## src/rtl/ef_bus_arbiter.sv

```systemverilog
// ---------------------------------------------------------------------------
// ef_bus_arbiter
//   Round-robin arbiter and access sequencer for the shared Flash/Ethernet
//   tri-state bus. Two requesters contend for the bus: m0 is the CFI flash
//   port and m1 is the LAN91C111 port. The winner gets one
//   SETUP/STROBE/HOLD/TURN access, with wait states set per target.
//
// Ports
//   clk, rst_n                 clock, synchronous active-low reset
//   m0_req/we/adr/wdat         flash request (level, held until m0_ack)
//   m0_rdat, m0_ack            flash read data, one-cycle completion pulse
//   m1_req/we/adr/wdat/be_n    ethernet request, active-low byte enables
//   m1_rdat, m1_ack            ethernet read data, one-cycle completion pulse
//   ef_a, ef_d_o, ef_d_oe      shared address, data out, data output enable
//   ef_d_i                     shared data in
//   flash_ce_n/oe_n/we_n       flash strobes
//   enet_rd_n/wr_n, enet_be_n  ethernet strobes and byte enables
//
// Every output is a register. Each output takes the value it must have in
// the state being entered, so outputs change on the same edge as the state.
// ---------------------------------------------------------------------------
module ef_bus_arbiter #(
    parameter int FL_SETUP  = 1,
    parameter int FL_STROBE = 6,
    parameter int FL_HOLD   = 1,
    parameter int EN_SETUP  = 1,
    parameter int EN_STROBE = 3,
    parameter int EN_HOLD   = 1,
    parameter int CNT_W     = 4
) (
    input  logic        clk,
    input  logic        rst_n,
    input  logic        m0_req,
    input  logic        m0_we,
    input  logic [22:0] m0_adr,
    input  logic [31:0] m0_wdat,
    output logic [31:0] m0_rdat,
    output logic        m0_ack,
    input  logic        m1_req,
    input  logic        m1_we,
    input  logic [22:0] m1_adr,
    input  logic [31:0] m1_wdat,
    input  logic [3:0]  m1_be_n,
    output logic [31:0] m1_rdat,
    output logic        m1_ack,
    output logic [22:0] ef_a,
    output logic [31:0] ef_d_o,
    output logic        ef_d_oe,
    input  logic [31:0] ef_d_i,
    output logic        flash_ce_n,
    output logic        flash_oe_n,
    output logic        flash_we_n,
    output logic        enet_rd_n,
    output logic        enet_wr_n,
    output logic [3:0]  enet_be_n
);

    typedef enum logic [2:0] {IDLE, SETUP, STROBE, HOLD, TURN} state_t;

    // Counter reload values: a phase of N cycles counts N-1 down to 0.
    localparam logic [CNT_W-1:0] FL_SETUP_C  = CNT_W'(FL_SETUP - 1);
    localparam logic [CNT_W-1:0] FL_STROBE_C = CNT_W'(FL_STROBE - 1);
    localparam logic [CNT_W-1:0] FL_HOLD_C   = CNT_W'(FL_HOLD - 1);
    localparam logic [CNT_W-1:0] EN_SETUP_C  = CNT_W'(EN_SETUP - 1);
    localparam logic [CNT_W-1:0] EN_STROBE_C = CNT_W'(EN_STROBE - 1);
    localparam logic [CNT_W-1:0] EN_HOLD_C   = CNT_W'(EN_HOLD - 1);

    state_t           state_q;
    logic [CNT_W-1:0] cnt_q;
    logic             last_q;   // 1 = m1 was granted last
    logic             sel_q;    // granted requester: 0 = flash, 1 = ethernet
    logic             we_q;     // latched write flag of the granted access

    // m0 wins when it is the only requester, or when both request and m1
    // was granted last. m1 wins in the mirror-image cases.
    logic grant0, grant1;
    assign grant0 = m0_req && (!m1_req || last_q);
    assign grant1 = m1_req && (!m0_req || !last_q);

    // NOTE: every state and output register below is assigned with <= so
    // that all of them update together from values sampled before the edge.
    always_ff @(posedge clk) begin
        if (!rst_n) begin
            state_q    <= IDLE;
            cnt_q      <= '0;
            last_q     <= 1'b1;
            sel_q      <= 1'b0;
            we_q       <= 1'b0;
            m0_rdat    <= '0;
            m0_ack     <= 1'b0;
            m1_rdat    <= '0;
            m1_ack     <= 1'b0;
            ef_a       <= '0;
            ef_d_o     <= '0;
            ef_d_oe    <= 1'b0;
            flash_ce_n <= 1'b1;
            flash_oe_n <= 1'b1;
            flash_we_n <= 1'b1;
            enet_rd_n  <= 1'b1;
            enet_wr_n  <= 1'b1;
            enet_be_n  <= 4'hF;
        end else begin
            case (state_q)
                IDLE: begin
                    if (grant0) begin
                        state_q    <= SETUP;
                        cnt_q      <= FL_SETUP_C;
                        last_q     <= 1'b0;
                        sel_q      <= 1'b0;
                        we_q       <= m0_we;
                        ef_a       <= m0_adr;
                        ef_d_o     <= m0_wdat;
                        ef_d_oe    <= m0_we;
                        flash_ce_n <= 1'b0;
                    end else if (grant1) begin
                        state_q    <= SETUP;
                        cnt_q      <= EN_SETUP_C;
                        last_q     <= 1'b1;
                        sel_q      <= 1'b1;
                        we_q       <= m1_we;
                        ef_a       <= m1_adr;
                        ef_d_o     <= m1_wdat;
                        ef_d_oe    <= m1_we;
                        enet_be_n  <= m1_be_n;
                    end
                end

                SETUP: begin
                    if (cnt_q == '0) begin
                        state_q <= STROBE;
                        if (!sel_q) begin
                            cnt_q      <= FL_STROBE_C;
                            flash_oe_n <= we_q;
                            flash_we_n <= !we_q;
                        end else begin
                            cnt_q      <= EN_STROBE_C;
                            enet_rd_n  <= we_q;
                            enet_wr_n  <= !we_q;
                        end
                    end else begin
                        cnt_q <= cnt_q - 1'b1;
                    end
                end

                STROBE: begin
                    if (cnt_q == '0) begin
                        // The read data is captured on the edge that ends the strobe.
                        state_q    <= HOLD;
                        cnt_q      <= sel_q ? EN_HOLD_C : FL_HOLD_C;
                        flash_oe_n <= 1'b1;
                        flash_we_n <= 1'b1;
                        enet_rd_n  <= 1'b1;
                        enet_wr_n  <= 1'b1;
                        if (!we_q) begin
                            if (sel_q) m1_rdat <= ef_d_i;
                            else       m0_rdat <= ef_d_i;
                        end
                    end else begin
                        cnt_q <= cnt_q - 1'b1;
                    end
                end

                HOLD: begin
                    if (cnt_q == '0) begin
                        // Release the selects and the data driver for bus turnaround.
                        state_q    <= TURN;
                        flash_ce_n <= 1'b1;
                        enet_be_n  <= 4'hF;
                        ef_d_oe    <= 1'b0;
                        m0_ack     <= !sel_q;
                        m1_ack     <= sel_q;
                    end else begin
                        cnt_q <= cnt_q - 1'b1;
                    end
                end

                TURN: begin
                    state_q <= IDLE;
                    m0_ack  <= 1'b0;
                    m1_ack  <= 1'b0;
                end

                default: state_q <= IDLE;
            endcase
        end
    end

endmodule

```

## config.mk

```make
export PLATFORM = sky130hd
export DESIGN_NAME = ef_bus_arbiter
export DESIGN_NICKNAME = d
export VERILOG_FILES = /design/src/rtl/ef_bus_arbiter.sv
export SDC_FILE = /design/constraint.sdc
export NUM_CORES = 1
export LEC_CHECK = 0
export BUFFER_PORTS_ARGS = -buffer_cell sky130_fd_sc_hd__buf_4
export CORE_ASPECT_RATIO = 1.5
export CORE_MARGIN = 4
export CORE_UTILIZATION = 43
export CTS_CLUSTER_SIZE = 16
export DETAILED_ROUTE_END_ITERATION = 8
export PLACE_DENSITY = 0.75
export SLEW_MARGIN = 10
export SYNTH_ARGS = -nofsm -noshare
export SYNTH_HDL_FRONTEND = slang
export SYNTH_SLANG_ARGS = --single-unit
```

## constraint.sdc

```tcl
create_clock -name clk -period 4.3 [get_ports clk]
set_clock_uncertainty 0.1 [all_clocks]
set_input_delay 0 -clock clk [delete_from_list [all_inputs] [get_ports clk]]
set_output_delay 0 -clock clk [all_outputs]
set_load 0.01 [all_outputs]
```

# Word-level counts from Yosys, hierarchy flattened
# Index checks and enable logic that the tools add are counted.
[word_totals]
register_bits = 141
out_inout_bits = 131
inputBits = 152
word_cells = 108
[classes]
n_bitwise = 2
mux = 46
reduce_logical = 27
n_eq_ne = 14
addsub = 1
[op_table]
columns = ["op", "count"]
rows = [
  ["two-way mux 32 bit", 2],
  ["two-way mux 23 bit", 2],
  ["two-way mux 4 bit", 8],
  ["AND reduction 4 bit", 6],
  ["two-way mux 3 bit", 6],
  ["inequality test 2 bit (second input constant)", 9],
  ["two-way mux 1 bit", 17],
  ["case mux 1 bit (2 select lines)", 8],
  ["case mux 4 bit (4 select lines)", 1],
  ["case mux 3 bit (4 select lines)", 1],
  ["AND reduction 3 bit", 3],
  ["case mux 4 bit (2 select lines)", 1],
  ["nonzero test 2 bit", 4],
  ["equality test 3 x 2 -> 1 bit (second input constant)", 2],
  ["logical NOT 1 bit", 5],
  ["logical NOT 4 bit", 1],
  ["AND reduction 2 bit", 2],
  ["nonzero test 4 bit", 1],
  ["subtractor 4 x 1 -> 4 bit (second input constant)", 1],
  ["equality test 3 x 1 -> 1 bit (second input constant)", 1],
  ["equality test 3 bit (second input constant)", 1],
  ["logical NOT 3 bit", 1],
  ["inequality test 3 bit (second input constant)", 1],
  ["logical AND 1 bit", 2],
  ["2 further kinds", 4],
]

# Depth between registers and ports, before layout
[logic_depth]
depth_word = 6
mapped_depth = 9

# Least setup slack after synthesis
# No wires, ideal clock.
[synth_timing]
path_kind = "reg-to-reg"
from = "register cnt_q[0]"
to = "register m1_rdat[3]"
arrival_ps = 1860
period_less_slack_ps = 2078
slack_ps = 2222
path_stages_with_launch = 10
path_buffers = 3
path_cell_list = "dfxtp_1 inv_1 ha_1 or3b_1 buf_2 or4_1 buf_4 buf_6 nand3_1 o21ai_1"
[synth_via]
elab_chain_len = 2
[synth_lines]
columns = ["element", "line", "source"]
rows = [
  ["from (decl)", "69", "logic [CNT_W-1:0] cnt_q;"],
  ["from (signal assigned)", "141", "cnt_q <= cnt_q - 1'b1;"],
  ["from (signal assigned)", "149", "cnt_q <= sel_q ? EN_HOLD_C : FL_HOLD_C;"],
  ["from (signal assigned)", "159", "cnt_q <= cnt_q - 1'b1;"],
  ["logical NOT 4 bit", "146", "if (cnt_q == '0) begin"],
  ["AND reduction 4 bit (no line)", "-", ""],
  ["to (signal assigned)", "155", "if (sel_q) m1_rdat <= ef_d_i;"],
  ["to (decl)", "44", "output logic [31:0] m1_rdat,"],
]
# Every way passes these cells.
# A chain may end at the register's enable or synchronous reset.

# Worst setup path after layout
[layout_timing]
from = "register state_q[2]"
to = "register ef_a[7]"
[layout_via]
elab_chain_len = 2
[layout_lines]
columns = ["element", "line", "source"]
rows = [
  ["from (decl)", "68", "state_t state_q;"],
  ["from (signal assigned)", "84", "state_q <= IDLE;"],
  ["from (signal assigned)", "106", "state_q <= SETUP;"],
  ["from (signal assigned)", "116", "state_q <= SETUP;"],
  ["logical NOT 3 bit", "103", "case (state_q)"],
  ["AND reduction 2 bit (no line)", "-", ""],
  ["to (signal assigned)", "111", "ef_a <= m0_adr;"],
  ["to (signal assigned)", "121", "ef_a <= m1_adr;"],
  ["to (decl)", "46", "output logic [22:0] ef_a,"],
]
# Every way passes these cells.

==> key figures <==
Logic synthesis
  – Synth Area in Compound Gates: 18.25%
  – Ys flop type: dfxtp_1
  – Syn. warnings: 0
  – Post-synthesis xor/xnor area fraction: 0.1442%
  – Top post-synthesis cells by area: dfxtp_1 (46%), mux2i_1 (11%), o21ai_2 (7.5%)
  – Post-Synth Simple-Gate Area: about 18%
  – Mapped Cells: 621
  – Post-synth cell types: 42
  – Register area share after synthesis: 46.48%
  – EDFF count, synth: 0
  – Synth cell count leaders: dfxtp_1 (141), nor2_1 (76), mux2i_1 (65)
  – Yosys top cell area share: roughly 46%
  – Biggest area consumer among synthesized cells: dfxtp_1
  – Seq cells post-synth: 141
  – Async SR Flop Fraction: 0%
  – Multiplexer area fraction after synthesis: around 11%
  – Mean cell area of the mapped netlist: about 9.8 um^2
  – Net Count, Synth: around 780
  – Most frequent cell after synthesis: dfxtp_1
  – Largest family of logic cells by synthesized area: simple AND/OR/NAND/NOR gates
  – Area share of fa/ha/maj cells after synthesis: 0.4120%
  – Cell Area, Synth: 6073 um^2

Layout
  – Final #Nets: 1176
  – Share of cells above drive strength 1: between 40% and 50%
  – Area Growth Syn to Fin: 68.01%
  – Fillers: 853
  – Fin cells: 1197

STA
  – Setup-failing EPs final: 0
  – Fin. Hold Viols: 0
  – Max-slew headroom: approximately 22%
  – Setup tns final: 0 ns
  – F_max: about 370 MHz
  – Worst-margin pin slew: 1.176 ns
  – Fin worst setup slack: 1.585 ns
  – Tmin final: 2.715 ns
  – Final Max Tran Viols: 0
  – RSZ-0062 raised after global routing: no
  – Tcrit/Tclk final: a little over three fifths

Clock tree
  – CTS max path bufs: 2
  – Insertion delay to the later sink of the worst-skew pair: 0.41 ns
  – CTS tree: done
  – H-Tree Depth: 4
  – Clk root buf: clkbuf_16
  – CTS Sinks: 141
  – Post-CTS Resized: 0
  – CTS Buf Count: 17
  – Clock slew at reported path FFs: 0.06 ns

Power and ir drop
  – Sequential power share: between 30% and 40%
  – Cell leakage power: 4.559 nW
  – Combinational power share: 38.0%
  – Switching pwr: roughly 0.0018 W
  – Switching Share: 35.51%
  – Peak supply drop: 0.0003224 V
  – PwrDens: between 500 and 600 nW/um^2
  – Internal power: 0.003348 W
  – Final Total Pwr: 0.005192 W
  – Clk pwr share: 26.2%

Global route
  – Pin count of the biggest net entering global routing: 76
  – First-pass GRT wire length: about 34000 um
  – Grt total ovfl: 0
  – Total Routing Usage GR: a little over a quarter
  – Initial antenna violation count: 1
  – Number of global-route vias before repair: 6696

Routing
  – DR DRC count: 0
  – Post-DRT Antenna Nets: 0
  – Drt total wl: 21540 um
  – Vias: 6346
  – Drt initial violations: 366
  – Vias per Instance: between 5 and 6
  – Avg WL per Cell: about 18 um
  – TritonRoute pass-1 iters: 5

Die
  – Die width: 105.0 um
  – Io pins: 283
  – Die height: 153.6 um
  – Initial Util: 44.45%
  – Core box area: 13660 um^2
  – Num rows: 52
  – Die ar.: roughly 16000 um^2

Placed design
  – Port bufs: 282
  – HPWL Detailed: roughly 13000 um
  – Worst setup slack after placement: 1.721 ns
  – Placer Congestion: 0.7958
  – Post-Place Cells: 1014

Worst setup path
  – Crit Path Max Fanout: 75
  – Required @ worst endpoint: 4.49 ns
  – Startpoint Class: flop
  – Arr. time, crit path: 2.90 ns
  – Kind of end point of the critical path: flop
  – CP Class: flop to flop

Min path
  – Worst hold path type: primary input to flop

Status
  – Status: finished clean

Job
  – Max-cap viol count: 0
-- what timing repair did --
action	4_1_cts	5_1_grt
hold endpoints to repair	127	0
hold buffers	151	0
buffers inserted	0	0
-- kinds of logic after synthesis --
family                     after synthesis
and+or+nand+nor                        206
muxes                                   65
adders and majority gates                2
DFF                                    141
xor gates and xnor gates                 1
AOI/OAI and AO/OA                      145
buffers and inverters                   61
-- path summary, 6_finish.rpt --
check / cells past startpoint / from / slack, ns / to
setup / recovery: 5 / state_q[2] / 1.59 / ef_a[7]
hold reg to reg: 2 / m0_rdat[18] / 0.36 / m0_rdat[18]
setup reg to reg: 5 / state_q[2] / 1.59 / ef_a[7]
hold / removal: 3 / rst_n / 0.05 / m0_rdat[25]
-- final cells by class --
type | instances | area (um^2) | share of cell area, %
antenna | 1 | 2.502 | 0.02452
multi-input combinational | 419 | 2934 | 28.76
clock inverter | 13 | 118.9 | 1.165
tap | 162 | 202.7 | 1.987
sequential | 141 | 2823 | 27.66
clock buffer | 18 | 429.2 | 4.206
inverter | 6 | 22.52 | 0.2207
timing repair buffer | 437 | 3671 | 35.98
-- power by group through the flow --
stage	registers (W)	clock network (W)	logic [W]
finish	0.00186	0.00136	0.00197
global route	0.00189	0.00145	0.00214
CTS	0.00184	0.00138	0.00192
detailed placement	0.00186	0	0.00176
global placement	0.00184	0	0.00171
floorplan	0.00193	0	0.000947
-- layout by cell type (no fill, tap or decap), types with 4 or more instances in the layout --
master	Yosys	final
buf_4	2	285
dlygate4sd3_1	0	151
dfxtp_1	141	141
nor2_1	76	75
mux2i_1	65	65
a211oi_1	57	57
o21ai_2	52	52
nand2_1	44	44
nand3_2	38	38
nand3_1	27	27
clkbuf_16	0	17
o21ai_1	13	12
a21oi_1	6	6
inv_1	6	5
nor3_1	4	4
o21ai_0	4	4
clkinvlp_4	0	4
-- per-layer routing --
layer / wire length, um / GRT usage [%] / vias up
met5: 0 / 0 / -
met4: 653 / 10.51 / 0
met3: 1606 / 7.299 / 45
met2: 10910 / 46.01 / 290
met1: 8368 / 29.94 / 2969
li1: - / - / 3042
-- stage by stage --
step	instance area [um^2]	utilization (%)	hold WS, ns
global route	10200	74.68	0.06882
global placement	8142	59.59	0.1579
detailed placement	8142	59.59	0.1605
finish	10200	74.68	0.05193
floorplan	6073	-	0.06141
CTS	10200	74.66	0.05058
-- worst max-delay path, cell delays in order (launching register included) --
cell,delay (ns)
dfxtp_1,0.45
or3_1,0.52
nor2_4,0.73
buf_12,0.36
nor2_1,0.09
a211oi_1,0.30
-- state kept, by name, summed over array words and instances (netlist names), 3 cells and up --
register and flops:
m1_rdat 32, m0_rdat 32, cnt_q 4, state_q 3
ef_d_o 32, enet_be_n 4, ef_a 23
No activity file was read; power rests on OpenSTA's default activity.
